==> config.mk <==
export PLATFORM = sky130hd
export DESIGN_NAME = pt_reader_flat
export DESIGN_NICKNAME = d
export VERILOG_FILES = /design/src/rtl/arc4_pkg.sv /design/src/rtl/pt_reader_if.sv /design/src/rtl/pt_skid_fifo.sv /design/src/rtl/pt_reader.sv /design/src/flat_wrapper.sv
export SDC_FILE = /design/constraint.sdc
export NUM_CORES = 1
export LEC_CHECK = 0
export ABC_AREA = 1
export CAP_MARGIN = 20
export CORE_MARGIN = 10
export CORE_UTILIZATION = 54
export CTS_BUF_LIST = sky130_fd_sc_hd__clkbuf_4 sky130_fd_sc_hd__clkbuf_8
export CTS_CLUSTER_SIZE = 28
export DETAILED_ROUTE_END_ITERATION = 12
export MAX_ROUTING_LAYER = met4
export PLACE_DENSITY = 0.8
export SYNTH_ARGS = -nofsm -noshare
export SYNTH_HDL_FRONTEND = slang
export SYNTH_SLANG_ARGS = --single-unit
export TNS_END_PERCENT = 1
==> constraint.sdc <==
create_clock -name clk -period 2.1 [get_ports clk]
set_clock_uncertainty 0.15 [all_clocks]
set_input_delay 0.525 -clock clk [delete_from_list [all_inputs] [get_ports clk]]
set_output_delay 0.525 -clock clk [all_outputs]
set_load 0.1 [all_outputs]
==> src/rtl/arc4_pkg.sv <==
// Shared definitions for the plaintext reader: FSM state encoding, fixed
// memory addresses and the printable-character window.
package arc4_pkg;

    typedef enum logic [2:0] {
        ST_IDLE     = 3'd0,
        ST_RD_LEN   = 3'd1,
        ST_WAIT_LEN = 3'd2,
        ST_STREAM   = 3'd3,
        ST_DRAIN    = 3'd4
    } pt_state_e;

    localparam logic [7:0] PT_LEN_ADDR = 8'h00;
    localparam logic [7:0] PRINT_LO    = 8'h20;
    localparam logic [7:0] PRINT_HI    = 8'h7E;

    function automatic logic is_printable(input logic [7:0] b);
        return (b >= PRINT_LO) && (b <= PRINT_HI);
    endfunction

endpackage

==> src/rtl/pt_reader_if.sv <==
// Bundle of the reader's control, memory-read and output-stream signals.
// np_err exists only when PT_READER_PRINTABLE_CHECK_EN is defined.
interface pt_reader_if;

    logic       en;
    logic       rdy;
    logic [7:0] pt_addr;
    logic [7:0] pt_rddata;
    logic [7:0] out_data;
    logic       out_valid;
    logic       out_ready;
    logic       out_last;
`ifdef PT_READER_PRINTABLE_CHECK_EN
    logic       np_err;

    modport slave (
        input  en, pt_rddata, out_ready,
        output rdy, pt_addr, out_data, out_valid, out_last, np_err
    );

    modport master (
        output en, pt_rddata, out_ready,
        input  rdy, pt_addr, out_data, out_valid, out_last, np_err
    );
`else
    modport slave (
        input  en, pt_rddata, out_ready,
        output rdy, pt_addr, out_data, out_valid, out_last
    );

    modport master (
        output en, pt_rddata, out_ready,
        input  rdy, pt_addr, out_data, out_valid, out_last
    );
`endif

endinterface

==> src/rtl/pt_skid_fifo.sv <==
// Small output buffer with valid/ready on both sides. When empty the input
// falls straight through, so a byte reaches the sink in the cycle it arrives.
module pt_skid_fifo #(
    parameter int DEPTH = 2,
    parameter int W     = 9
) (
    input  logic                     clk,
    input  logic                     rst,
    input  logic                     in_valid_i,
    output logic                     in_ready_o,
    input  logic [W-1:0]             in_data_i,
    output logic                     out_valid_o,
    input  logic                     out_ready_i,
    output logic [W-1:0]             out_data_o,
    output logic [$clog2(DEPTH):0]   count_o
);

    localparam int AW = $clog2(DEPTH);
    localparam int CW = AW + 1;
    localparam logic [CW-1:0] FULL_CNT = CW'(DEPTH);

    logic [W-1:0]  mem_q [DEPTH];
    logic [AW-1:0] wr_ptr_q;
    logic [AW-1:0] rd_ptr_q;
    logic [CW-1:0] count_q;
    logic [CW-1:0] count_d;
    logic          empty;
    logic          push;
    logic          pop;

    assign empty      = (count_q == '0);
    assign in_ready_o = (count_q != FULL_CNT);

    // A byte is stored unless it passes straight through an empty buffer.
    assign push = in_valid_i && in_ready_o && !(empty && out_ready_i);
    assign pop  = !empty && out_ready_i;

    assign out_valid_o = !empty || in_valid_i;
    assign out_data_o  = !empty    ? mem_q[rd_ptr_q] :
                         in_valid_i ? in_data_i       : '0;
    assign count_o     = count_q;

    always_comb begin
        count_d = count_q;
        case ({push, pop})
            2'b10:   count_d = count_q + CW'(1);
            2'b01:   count_d = count_q - CW'(1);
            default: count_d = count_q;
        endcase
    end

    always_ff @(posedge clk) begin
        if (rst) begin
            wr_ptr_q <= '0;
            rd_ptr_q <= '0;
            count_q  <= '0;
        end else begin
            if (push) begin
                wr_ptr_q <= wr_ptr_q + AW'(1);
            end
            if (pop) begin
                rd_ptr_q <= rd_ptr_q + AW'(1);
            end
            count_q <= count_d;
        end
    end

    for (genvar gi = 0; gi < DEPTH; gi++) begin : g_entry
        always_ff @(posedge clk) begin
            if (push && (wr_ptr_q == AW'(gi))) begin
                mem_q[gi] <= in_data_i;
            end
        end
    end

endmodule

==> src/rtl/pt_reader.sv <==
// Streams a length-prefixed message out of a registered-read memory.
// Optional feature macro: PT_READER_PRINTABLE_CHECK_EN (sticky np_err flag).
module pt_reader
    import arc4_pkg::*;
#(
    parameter int BUF_DEPTH = 2
) (
    input  logic        clk,
    input  logic        rst,
    pt_reader_if.slave  bus
);

    localparam int CW = $clog2(BUF_DEPTH) + 1;
    localparam logic [CW:0] DEPTH_W = (CW+1)'(BUF_DEPTH);

    pt_state_e   state_q, state_d;
    logic [7:0]  len_q, len_d;
    logic [7:0]  addr_cnt_q, addr_cnt_d;
    logic [7:0]  pt_addr_q, pt_addr_d;
    logic        inflight_q;
    logic        inflight_last_q;

    logic        accept;
    logic        issue;
    logic        issue_last;
    logic        beat;
    logic        credit_ok;
    logic [CW:0] used;

    logic [CW-1:0] fifo_count;
    logic          fifo_in_ready;
    logic          fifo_out_valid;
    logic [8:0]    fifo_out_data;

    assign accept = (state_q == ST_IDLE) && bus.en;
    assign beat   = fifo_out_valid && bus.out_ready;

    // Buffered bytes plus the one read that may still be in flight must
    // always fit, so a returning byte can never be refused.
    assign used      = {1'b0, fifo_count} + {{CW{1'b0}}, inflight_q};
    assign credit_ok = (used < DEPTH_W) && fifo_in_ready;

    always_comb begin
        state_d    = state_q;
        len_d      = len_q;
        addr_cnt_d = addr_cnt_q;
        pt_addr_d  = pt_addr_q;
        issue      = 1'b0;
        issue_last = 1'b0;
        unique case (state_q)
            ST_IDLE: begin
                if (accept) begin
                    state_d = ST_RD_LEN;
                end
            end
            ST_RD_LEN: begin
                pt_addr_d = PT_LEN_ADDR;
                state_d   = ST_WAIT_LEN;
            end
            ST_WAIT_LEN: begin
                len_d      = bus.pt_rddata;
                addr_cnt_d = 8'd1;
                state_d    = (bus.pt_rddata == 8'd0) ? ST_IDLE : ST_STREAM;
            end
            ST_STREAM: begin
                if (credit_ok) begin
                    issue     = 1'b1;
                    pt_addr_d = addr_cnt_q;
                    // Stop at L instead of incrementing, so L=255 never wraps.
                    if (addr_cnt_q == len_q) begin
                        issue_last = 1'b1;
                        state_d    = ST_DRAIN;
                    end else begin
                        addr_cnt_d = addr_cnt_q + 8'd1;
                    end
                end
            end
            ST_DRAIN: begin
                if (beat && fifo_out_data[8]) begin
                    state_d = ST_IDLE;
                end
            end
            default: begin
                state_d = ST_IDLE;
            end
        endcase
    end

    always_ff @(posedge clk) begin
        if (rst) begin
            state_q         <= ST_IDLE;
            len_q           <= '0;
            addr_cnt_q      <= '0;
            pt_addr_q       <= PT_LEN_ADDR;
            inflight_q      <= 1'b0;
            inflight_last_q <= 1'b0;
        end else begin
            state_q         <= state_d;
            len_q           <= len_d;
            addr_cnt_q      <= addr_cnt_d;
            pt_addr_q       <= pt_addr_d;
            inflight_q      <= issue;
            inflight_last_q <= issue_last;
        end
    end

    // The address is presented in the cycle the read is issued and held after.
    assign bus.pt_addr = pt_addr_d;
    assign bus.rdy     = (state_q == ST_IDLE);

    pt_skid_fifo #(
        .DEPTH (BUF_DEPTH),
        .W     (9)
    ) u_buf (
        .clk         (clk),
        .rst         (rst),
        .in_valid_i  (inflight_q),
        .in_ready_o  (fifo_in_ready),
        .in_data_i   ({inflight_last_q, bus.pt_rddata}),
        .out_valid_o (fifo_out_valid),
        .out_ready_i (bus.out_ready),
        .out_data_o  (fifo_out_data),
        .count_o     (fifo_count)
    );

    assign bus.out_valid = fifo_out_valid;
    assign bus.out_data  = fifo_out_data[7:0];
    assign bus.out_last  = fifo_out_data[8];

`ifdef PT_READER_PRINTABLE_CHECK_EN
    logic np_err_q, np_err_d;

    always_comb begin
        np_err_d = np_err_q;
        if (accept) begin
            np_err_d = 1'b0;
        end else if (beat && !is_printable(fifo_out_data[7:0])) begin
            np_err_d = 1'b1;
        end
    end

    always_ff @(posedge clk) begin
        if (rst) begin
            np_err_q <= 1'b0;
        end else begin
            np_err_q <= np_err_d;
        end
    end

    assign bus.np_err = np_err_q;
`endif

endmodule

==> src/flat_wrapper.sv <==
// flat-port wrapper written by rule: the top's interface ports become plain ports
module pt_reader_flat import arc4_pkg::*;
#(
    parameter int BUF_DEPTH = 2
)
  (clk, rst, bus_en, bus_pt_rddata, bus_out_ready, bus_rdy, bus_pt_addr, bus_out_data, bus_out_valid, bus_out_last);
  pt_reader_if bus_i ();
  input  logic clk;
  input  logic rst;
  input wire logic [$bits(bus_i.en)-1:0] bus_en;
  input wire logic [$bits(bus_i.pt_rddata)-1:0] bus_pt_rddata;
  input wire logic [$bits(bus_i.out_ready)-1:0] bus_out_ready;
  output wire logic [$bits(bus_i.rdy)-1:0] bus_rdy;
  output wire logic [$bits(bus_i.pt_addr)-1:0] bus_pt_addr;
  output wire logic [$bits(bus_i.out_data)-1:0] bus_out_data;
  output wire logic [$bits(bus_i.out_valid)-1:0] bus_out_valid;
  output wire logic [$bits(bus_i.out_last)-1:0] bus_out_last;
  assign bus_i.en = bus_en;
  assign bus_i.pt_rddata = bus_pt_rddata;
  assign bus_i.out_ready = bus_out_ready;
  assign bus_rdy = bus_i.rdy;
  assign bus_pt_addr = bus_i.pt_addr;
  assign bus_out_data = bus_i.out_data;
  assign bus_out_valid = bus_i.out_valid;
  assign bus_out_last = bus_i.out_last;
  pt_reader #(.BUF_DEPTH(BUF_DEPTH)) u_core (.clk(clk), .rst(rst), .bus(bus_i));
endmodule
==> results.sh <==
export IMPL_multi_input_area_um2=1340
export IMPL_r2r_end="u_core.state_q[1]"
export IMPL_synth_area_leader_cell="dfxtp_1"
export IMPL_holdCritPathClass="flop to flop"
export IMPL_outcome="finished, violations left"
export IMPL_max_cap_violations=0
export IMPL_regArea_um2=1230
export IMPL_failed_checks="negative setup slack"
export IMPL_rows=24
export IMPL_ys_seq_elements=52
export IMPL_power_uw=3700
export IMPL_ys_warn_count=0
export IMPL_hold_buffers=0
export IMPL_critPathKind="flop to primary output"
export IMPL_setup_violations_final=17
export IMPL_place_gp_congestion=0.897
export IMPL_p_sw_uw=1600
export IMPL_p_comb_frac=0.491
export IMPL_drtIter0Drc=252
export IMPL_synthCells=303
export IMPL_placedCellCount=413
export IMPL_grt_pass1_wl_um=11500
export IMPL_cts_tree="built"
export IMPL_crit_path_end_kind="primary output"
export IMPL_grt_total_usage=0.191
export IMPL_synthArstFlopShare=0
export IMPL_maxClockFrequency_mhz=458
export IMPL_coreArea_um2=4410
export IMPL_power_switching_share=0.433
export IMPL_root_buffer="clkbuf_8"
export IMPL_slew_headroom=0.728
export IMPL_slew_violations=0
export IMPL_insertion_delay_ns=0.31
export IMPL_nFillCells=238
export IMPL_antenna_left=0
export IMPL_wl_um=6890
export IMPL_rr_worst_depth=10
export IMPL_p_leak_uw=0.00151
export IMPL_worst_pin_slew_ns=0.408
export IMPL_wl_per_cell_um=16.0
export IMPL_arrival_ns=1.51
export IMPL_synth_edff_count=18
export IMPL_firstDrtPassIters=4
export IMPL_io_pins=31
export IMPL_cts_htree_levels=2
export IMPL_syn_nets=317
export IMPL_cts_buffer_depth=2
export IMPL_finalHoldViolCount=0
export IMPL_rsz0062_at_grt="true"
export IMPL_path_clk_slew_ns=0.09
export IMPL_fp_dieH_um=88.0
export IMPL_power_density_nw_per_um2=994
export IMPL_syn_avg_cell_area_um2=8.24
export IMPL_io_buffer_count=30
export IMPL_cts_buffers=5
export IMPL_fin_hold_ws_ns=0.317
export IMPL_synth_top_cell_area_share=0.273
export IMPL_area_delta_synth_final_pct=48.8
export IMPL_crit_fanout=8
export IMPL_required_ns=1.42
export IMPL_synthTopCellsByArea="dfxtp_1 27%, edfxtp_1 22%, nand2_1 8.0%"
export IMPL_seq_power_share=0.346
export IMPL_min_from="u_core.u_buf.rd_ptr_q"
export IMPL_n_antenna_cell=0
export IMPL_drc=0
export IMPL_synth_most_common_cell="nand2_1"
export IMPL_rrSetupSlack_ns=0.23
export IMPL_r2r_start="u_core.addr_cnt_q[1]"
export IMPL_yosys_cell_types_count=30
export IMPL_holdPathStages=1
export IMPL_vias_per_cell=5.52
export IMPL_dp_slack_ns=-0.244
export IMPL_ys_top_cells_by_count="53 x nand2_1, 45 x inv_1, 38 x nor2_1"
export IMPL_startpoint_type="flop"
export IMPL_drive_gt1_frac=0.323
export IMPL_setup_ws_ns=-0.0825
export IMPL_netlist_area_um2=2500
export IMPL_grt_pass1_vias=2423
export IMPL_die_area_um2=7740
export IMPL_die_x_um=88.0
export IMPL_grt_max_degree=16
export IMPL_ir_worst_vdd_mv=1.55
export IMPL_ys_flop_type="dfxtp_1"
export IMPL_dr_total_vias=2375
export IMPL_clkPwrFrac=0.163
export IMPL_place_hpwl_um=4730
export IMPL_start_util=0.566
export IMPL_fin_crit_sh=1.04
export IMPL_final_cell_count_no_fill=430
export IMPL_yosysSeqAreaShare=0.489
export IMPL_p_int_uw=2100
export IMPL_cts_sinks=52
export IMPL_final_period_minus_worst_setup_slack_ns=2.18
export IMPL_grt_ovfl_total=0
export IMPL_antenna_found_initial=0
export IMPL_fin_nets=391
==> cells by family after synthesis <==
| group | count (synthesis) | share of synthesized area |
|---|---|---|
| and+or+nand+nor | 125 | 0.237 |
| AOI/OAI and AO/OA | 64 | 0.159 |
| buffers and inverters | 53 | 0.0802 |
| DFF | 52 | 0.489 |
| xor gates and xnor gates | 7 | 0.0245 |
| adders and majority gates | 2 | 0.0100 |
==> through the flow <==
step / area [um^2] / utilization / TNS, ns
finish: 3720 / 0.842 / -0.987
global route: 3720 / 0.842 / -2.04
CTS: 3690 / 0.837 / -0.951
detailed placement: 3440 / 0.779 / -3.91
global placement: 3440 / 0.779 / -2.29
floorplan: 2670 / - / -1.49
==> sequential cells by signal, summed over array words and instances, names as in the netlist, named ones only <==
register	count
u_core.u_buf.wr_ptr_q	1
u_core.inflight_q	1
u_core.inflight_last_q	1
u_core.u_buf.mem_q	18
u_core.u_buf.rd_ptr_q	1
u_core.state_q	3
u_core.pt_addr_q	8
u_core.len_q	8
u_core.addr_cnt_q	8
u_core.u_buf.count_o	2
==> worst max-delay path, stage by stage (launching register included) <==
cell	delay [ns]
dfxtp_1	0.38
nand2_2	0.10
nand2_4	0.13
a21oi_4	0.07
buf_12	0.15
o21ai_4	0.16
buf_12	0.19
==> power by group through the flow <==
| stage | combinational (uW) | sequential [uW] | clock [uW] |
|---|---|---|---|
| 2_1_floorplan | 1140 | 1280 | 0 |
| 3_3_place_gp | 1580 | 1280 | 0 |
| 3_5_place_dp | 1630 | 1280 | 0 |
| 4_1_cts | 1780 | 1270 | 599 |
| 5_1_grt | 1960 | 1290 | 641 |
| 6_report | 1820 | 1280 | 603 |
==> placed cells by master, fill, tap and decap left out, types with 7 or more instances in the layout <==
| cell type | Yosys | layout |
|---|---|---|
| nand2_1 | 53 | 48 |
| and2_1 | 8 | 8 |
| inv_2 | 3 | 11 |
| inv_1 | 45 | 35 |
| dfxtp_1 | 34 | 29 |
| o21ai_1 | 3 | 10 |
| edfxtp_1 | 18 | 18 |
| o21ai_0 | 25 | 16 |
| nand4_1 | 10 | 10 |
| a21oi_1 | 17 | 17 |
| o22ai_4 | 0 | 14 |
| nor2_1 | 38 | 36 |
| buf_12 | 0 | 20 |
| buf_4 | 0 | 39 |
| clkdlybuf4s50_1 | 0 | 7 |
==> what timing repair did <==
action                     CTS  global route
setup endpoints to repair   17            19
resized for setup           43             7
setup buffers                8             1
pin swaps                   13             4
==> metal layers <==
metal  global-route usage  wire, um  vias up
met2                0.342      3620       87
li1                     -         -     1149
met5                    -         0        -
met3               0.0371       363       14
met4               0.0493       133        0
met1                0.210      2770     1125
==> cell type report <==
type,instances,share of cell area
Multi-Input combinational cell,198,0.359
Sequential cell,52,0.331
Timing Repair Buffer,70,0.215
Inverter,50,0.0525
Clock buffer,6,0.0222
Tap cell,52,0.0175
Clock inverter,2,0.00269
==> worst max-delay path by stage <==
stage / from / endpoint / slack, ns / cells after the start
finish: u_core.inflight_q / bus_pt_addr[7] / -0.08 / 6
global route: u_core.u_buf.count_o[0] / bus_pt_addr[4] / -0.14 / 6
CTS: u_core.state_q[2] / bus_pt_addr[4] / -0.11 / 6
detailed placement: bus_out_ready / u_core.u_buf.count_o[1] / -0.24 / 8
global placement: bus_out_ready / u_core.u_buf.count_o[1] / -0.18 / 8
floorplan: u_core.inflight_q / bus_pt_addr[0] / -0.20 / 4
Power figures use the tool's default switching activity.
==> variant 1, RTL diff (config.mk and constraints unchanged) <==
Re-encode `pt_state_e` (5 states) as one-hot, 5 bits wide.
--- a/src/rtl/arc4_pkg.sv
+++ b/src/rtl/arc4_pkg.sv
@@ -2,12 +2,12 @@
 // memory addresses and the printable-character window.
 package arc4_pkg;
 
-    typedef enum logic [2:0] {
-        ST_IDLE     = 3'd0,
-        ST_RD_LEN   = 3'd1,
-        ST_WAIT_LEN = 3'd2,
-        ST_STREAM   = 3'd3,
-        ST_DRAIN    = 3'd4
+    typedef enum logic [4:0] {
+        ST_IDLE     = 5'b00001,
+        ST_RD_LEN   = 5'b00010,
+        ST_WAIT_LEN = 5'b00100,
+        ST_STREAM   = 5'b01000,
+        ST_DRAIN    = 5'b10000
     } pt_state_e;
 
     localparam logic [7:0] PT_LEN_ADDR = 8'h00;
Behaviour: no difference found for any inputs over 10 cycles, from zero or initial values and one cycle with rst high; not proved beyond that.
==> variant 1 against the unedited design <==
The flow still finishes with violations (setup timing); hold slack improved by 0.016 ns; count of clock-buffer cells in the layout down 1; synthesized cell count up 3.6%; wire length grew 6.7%; final area is 0.27% lower; highest routed layer unchanged; setup slack lost 0.12 ns; die area fell by 0.39%; sequential share of layout area up 1.3 points; largest cell class unchanged; sequential cell count is 2 higher; synthesized area fell by 0.50%.
Power is not compared: it rests on default switching activity, and its combinational part moved more than twofold at a synthesized area within 25%.
==> variant 1: results (changes against the unedited design) <==
status=finished, violations left (unchanged); failing checks=setup timing (unchanged); critical path's slowest cell=dfxtp_2 (was dfxtp_1); multi-input combinational cell area=0.00135 mm^2 (was 0.00134 mm^2); Setup-failing EPs final=13 (was 17); pre-CTS WS=-0.236 ns (was -0.244 ns); sequential fraction of the synthesis area=50.8% (was 48.9%); post-synthesis compound-gate area fraction=13.9% (was 15.9%); Rel. slew slack=64.7% (was 72.8%); Placed Area=0.00332 mm^2 (was 0.00344 mm^2); hold path depth=2 (was 1); reg2reg end=u_core.u_buf.count_o[1]$_SDFFE_PP0P_ (was u_core.state_q[1]$_SDFFE_PP0P_); Syn. warnings=0 (unchanged); DP HPWL=4.38 mm (was 4.73 mm); Rows=24 (unchanged); GRT Util Overall=18.5% (was 19.1%); Initial DRC Count=272 (was 252); Routed WL=7.35 mm (was 6.89 mm); Post-CTS Repair Setup Buffers=10 (was 8); crit path DAT=1.63 ns (was 1.51 ns); Non-clk invs=39 (was 50); Final nets=392 (was 391); Signal buffers=65 (was 70); setup TNS=-1.53 ns (was -0.987 ns); largest net degree at the start of global routing=19 (was 16); Syn Nets=328 (was 317); DR vias=2485 (was 2375); Synth Area in XOR/XNOR=1.76% (was 2.45%); Leakage=0.00156 uW; CTS resizes=34 (was 43); multi-input gate count=213 (was 198); top post-synthesis cells by count=68 x nand2_1, 39 x nor2_1, 36 x dfxtp_1 (was 53 x nand2_1, 45 x inv_1, 38 x nor2_1); Final Util=84.0% (was 84.2%); fraction of area in registers=34.4% (was 33.1%); TritonRoute pass-1 iters=5 (was 4); worst r2r src=u_core.inflight_q$_SDFF_PP0_ (was u_core.addr_cnt_q[1]$_SDFFE_PP0P_); Syn Inst Count=314 (was 303); H-tree Lvls=2 (unchanged); Layout clock area frac=2.40% (was 2.49%); FF+latch count=54 (was 52); fill count=220 (was 238); Data buffer area share=21.1% (was 21.5%); worst hold slack=0.333 ns (was 0.317 ns); share of layout cells above drive strength 1=35.1% (was 32.3%); Min-Delay Startpoint=u_core.len_q[6]$_SDFFE_PP0P_ (was u_core.u_buf.rd_ptr_q$_SDFFE_PP0P_); Worst Setup EP=bus_pt_addr[5] (was bus_pt_addr[7]); area share of fa/ha/maj cells after synthesis=1.01% (was 1.00%); Worst Slack Setup Final=-0.201 ns (was -0.0825 ns); GPL Wtd Cong=0.870 (was 0.897); kind of cell adding the most delay to the critical path=simple AND/OR/NAND/NOR gates (was flip-flops); wire per inst=17.0 um (was 16.0 um); crit path from=u_core.state_q[1]$_SDFFE_PP0P_ (was u_core.inflight_q$_SDFF_PP0_); Worst Reg2Reg Path Length in Cells=9 (was 10); DP Cell Count=412 (was 413); Antenna Violating Nets Remaining=0 (unchanged); number of global-route vias before repair=2450 (was 2423); dominant cells by area after synthesis=dfxtp_1 29%, edfxtp_1 22%, nand2_1 10%, a21oi_1 6.2%, nor2_1 5.9% (was dfxtp_1 27%, edfxtp_1 22%, nand2_1 8.0%, inv_1 6.8%, nor2_1 5.7%); first-pass GRT wire length=11.2 mm (was 11.5 mm); peak per-stage delay on the critical path=0.35 ns (was 0.38 ns)
==> variant 1: cell count changes after synthesis, moves of 3 or more <==
cell	unedited run	this run
nand2_1	53	68
a21oi_1	17	31
inv_1	45	35
and2_1	8	0
nand3_1	6	14
o22ai_2	6	0
nand4_1	10	6
o21ai_1	3	0
==> variant 1: power by group through the flow <==
stage                     registers [uW]  clock network, uW  logic [uW]
after floorplan                     1150                  0         309
after global placement              1150                  0         460
after detailed placement            1160                  0         472
after CTS                           1140                588         516
after global routing                1150                627         575
final                               1150                605         539
==> variant 1: metal layers <==
layer  wire [um]  GRT usage [%]  share of wire, %  vias up
met3         503           4.64               6.8       24
met2        3830           31.4                52      117
met5           0              -                 0        -
met4         164           6.96               2.2        0
li1            -              -                 -     1164
met1        2850           20.4                39     1180
==> variant 1: cell families after synthesis <==
kind of cell | count (synthesis)
xor gates and xnor gates | 5
AOI/OAI and AO/OA | 66
and+or+nand+nor | 140
buffers and inverters | 47
adders and majority gates | 2
DFF | 54
==> variant 2, RTL diff (same settings) <==
Made on the original files. `BUF_DEPTH` is set to 2 in 2 places; all go to 4.
--- a/src/rtl/pt_reader.sv
+++ b/src/rtl/pt_reader.sv
@@ -3,7 +3,7 @@
 module pt_reader
     import arc4_pkg::*;
 #(
-    parameter int BUF_DEPTH = 2
+    parameter int BUF_DEPTH = 4
 ) (
     input  logic        clk,
     input  logic        rst,
--- a/src/flat_wrapper.sv
+++ b/src/flat_wrapper.sv
@@ -1,7 +1,7 @@
 // flat-port wrapper written by rule: the top's interface ports become plain ports
 module pt_reader_flat import arc4_pkg::*;
 #(
-    parameter int BUF_DEPTH = 2
+    parameter int BUF_DEPTH = 4
 )
   (clk, rst, bus_en, bus_pt_rddata, bus_out_ready, bus_rdy, bus_pt_addr, bus_out_data, bus_out_valid, bus_out_last);
   pt_reader_if bus_i ();
Function: changed (Yosys sat finds a counterexample within 10 cycles, from zero or initial values and one cycle with rst high).
==> variant 2 against the unedited design <==
The flow still finishes with violations (setup timing); clock power rose by 86%; sequential share of layout area increased by 7.2 points; combinational power is 29% lower; wire length increased by 19%; final area increased by 23%; setup slack lost 0.19 ns; sequential power up 31%; sequential cell count increased by 22; power increased by 11%; synthesized area is 38% higher.
==> variant 2: results (changes against the unedited design) <==
crit path DAT=1.70 ns (was 1.51 ns); CTS Buffer Depth=2 (unchanged); setup TNS=-3.77 ns (was -0.987 ns); status=finished, violations left (unchanged); Max VDD drop=0.586 mV (was 1.55 mV); Worst Slack Setup Final=-0.276 ns (was -0.0825 ns); top post-synthesis cells by count=101 x nand2_1, 47 x a21oi_1, 41 x inv_1 (was 53 x nand2_1, 45 x inv_1, 38 x nor2_1); DP Cell Count=525 (was 413); Routed WL=8.16 mm (was 6.89 mm); largest reg by FF count=u_core.u_buf.mem_q (unchanged); worst r2r src=u_core.u_buf.count_o[2]$_SDFFE_PP0P_ (was u_core.addr_cnt_q[1]$_SDFFE_PP0P_); dominant cells by area after synthesis=edfxtp_1 31%, dfxtp_1 22%, nand2_1 11%, a21oi_1 6.8%, inv_1 4.5% (was dfxtp_1 27%, edfxtp_1 22%, nand2_1 8.0%, inv_1 6.8%, nor2_1 5.7%); wire per inst=15.0 um (was 16.0 um); met1 Use GR=19.1% (was 21.0%); max FFs per register=36 (was 18); syn_area_per_cell=8.72 um^2 (was 8.24 um^2); Initial DRC Count=153 (was 252); worst min path class=reg2reg (unchanged); Reg2Reg Setup Slack=0.10 ns (was 0.23 ns); DP HPWL=5.55 mm (was 4.73 mm); H-tree Lvls=3 (was 2); peak per-stage delay on the critical path=0.34 ns (was 0.38 ns); Post-synth EDFFs=36 (was 18); Placed Area=0.00426 mm^2 (was 0.00344 mm^2); antenna diode count=0 (unchanged); first-pass GRT wire length=13.4 mm (was 11.5 mm); critical path's slowest cell=dfxtp_2 (was dfxtp_1); Leakage=0.00188 uW (was 0.00151 uW); DR vias=2963 (was 2375); met3 Usage GRT=3.43% (was 3.71%); Async SR Flop Fraction=0% (unchanged); Min-Delay Startpoint=u_core.u_buf.rd_ptr_q[1]$_SDFFE_PP0P_ (was u_core.u_buf.rd_ptr_q$_SDFFE_PP0P_); share of layout cells above drive strength 1=27.2% (was 32.3%); top-count cell post-synth=nand2_1 (unchanged); Main synth FF type=dfxtp_1 (unchanged); initial antenna violation count=0 (unchanged); Final nets=481 (was 391); fill count=438 (was 238); post-synthesis cell type count=33 (was 30); Syn. warnings=0 (unchanged); kind of cell adding the most delay to the critical path=simple AND/OR/NAND/NOR gates (was flip-flops); Skew-Pair Late Insertion Delay=0.35 ns (was 0.31 ns); largest net degree at the start of global routing=22 (was 16); Setup-failing EPs final=19 (was 17); number of global-route vias before repair=2923 (was 2423); failing checks=setup timing (unchanged); Root Buffer=clkbuf_8 (unchanged); Num CTS Buffers=9 (was 5); TritonRoute pass-1 iters=5 (was 4); GPL Wtd Cong=0.820 (was 0.897); sequential fraction of the synthesis area=53.5% (was 48.9%); CP Max Fanout=9 (was 8); GRT Util Overall=17.1% (was 19.1%); IO Port Bufs=30 (unchanged); worst slew pin tran=0.494 ns (was 0.408 ns); clk slew on worst S/H paths=0.07 ns (was 0.09 ns); crit path from=u_core.u_buf.count_o[1]$_SDFFE_PP0P_ (was u_core.inflight_q$_SDFF_PP0_); Syn Nets=414 (was 317); met2 Use GR=27.3% (was 34.2%)
-- variant 2: cell types whose count changed after synthesis, sizes merged, moves of 3 or more --
cell    change
ha          +4
buf         +7
nand3      +19
a21oi      +30
nand4       -9
and2        -8
edfxtp     +18
o21ai      -10
nor2        -9
nand2      +48
nor3        +3
dfxtp       +4
a221o       +8
o22ai      -14
-- variant 2: path summary, 6_finish.rpt --
path,endpoint,cells past startpoint
setup reg to reg,u_core.u_buf.count_o[1]$_SDFFE_PP0P_,11
setup / recovery,bus_pt_addr[2],8
hold reg to reg,u_core.u_buf.rd_ptr_q[1]$_SDFFE_PP0P_,2
hold / removal,u_core.u_buf.rd_ptr_q[1]$_SDFFE_PP0P_,2
-- variant 2: cell families (layout without fill, tap and decap cells) --
family,Yosys count,after routing,share of synthesized area (%)
and+or+nand+nor,169,169,21.9
AOI/OAI and AO/OA,79,79,13.1
DFF,74,74,53.5
buffers and inverters,60,132,7.23
adders and majority gates,7,7,2.76
xor gates and xnor gates,6,6,1.53
-- variant 2: power by group --
group	internal (uW)	total (uW)	switching, uW
combinational	437	1300	859
sequential	1600	1680	80.6
clock	556	1120	562
total	2590	4100	1500
-- variant 2: worst reg2reg max path, stage by stage (launching register included) --
cell and delay (ns):
dfxtp_1 0.30, inv_1 0.07, buf_4 0.15, nand2_1 0.06, a21oi_1 0.17, inv_1 0.08
ha_1 0.20, inv_1 0.09, fa_2 0.43, nor2_1 0.09, a21oi_1 0.05, nor2_1 0.08
-- variant 2: layer usage --
metal	part of all wire, %	wire [um]
met5	0	0
met3	5.6	458
met1	41	3330
met4	3.2	265
met2	50	4110
-- variant 2: repair_timing --
item	4_1_cts	5_1_grt
pin swaps	2	2
hold endpoints to repair	0	0
gates resized for setup	31	8
endpoints found under the setup margin	19	20
buffers inserted	2	1
-- variant 2: cell type report --
cell class                      count  area [um^2]  area share (%)
Clock inverter                      7         76.3            1.66
Sequential cell                    74         1850            40.3
Tap cell                           77         96.3            2.10
Inverter                           49          196            4.28
Timing Repair Buffer               67          808            17.6
Clock buffer                        9          124            2.70
Multi-Input combinational cell    261         1440            31.4
-- variant 2: through the flow --
stage	hold slack (ns)	utilization, %	power, uW	setup WS (ns)
3_3_place_gp	0.304	67.8	2930	-0.415
6_report	0.318	73.1	4100	-0.276
2_1_floorplan	0.286	-	2570	-0.422
3_5_place_dp	0.308	67.8	2960	-0.474
5_1_grt	0.349	73.1	4280	-0.339
4_1_cts	0.322	72.7	4100	-0.281
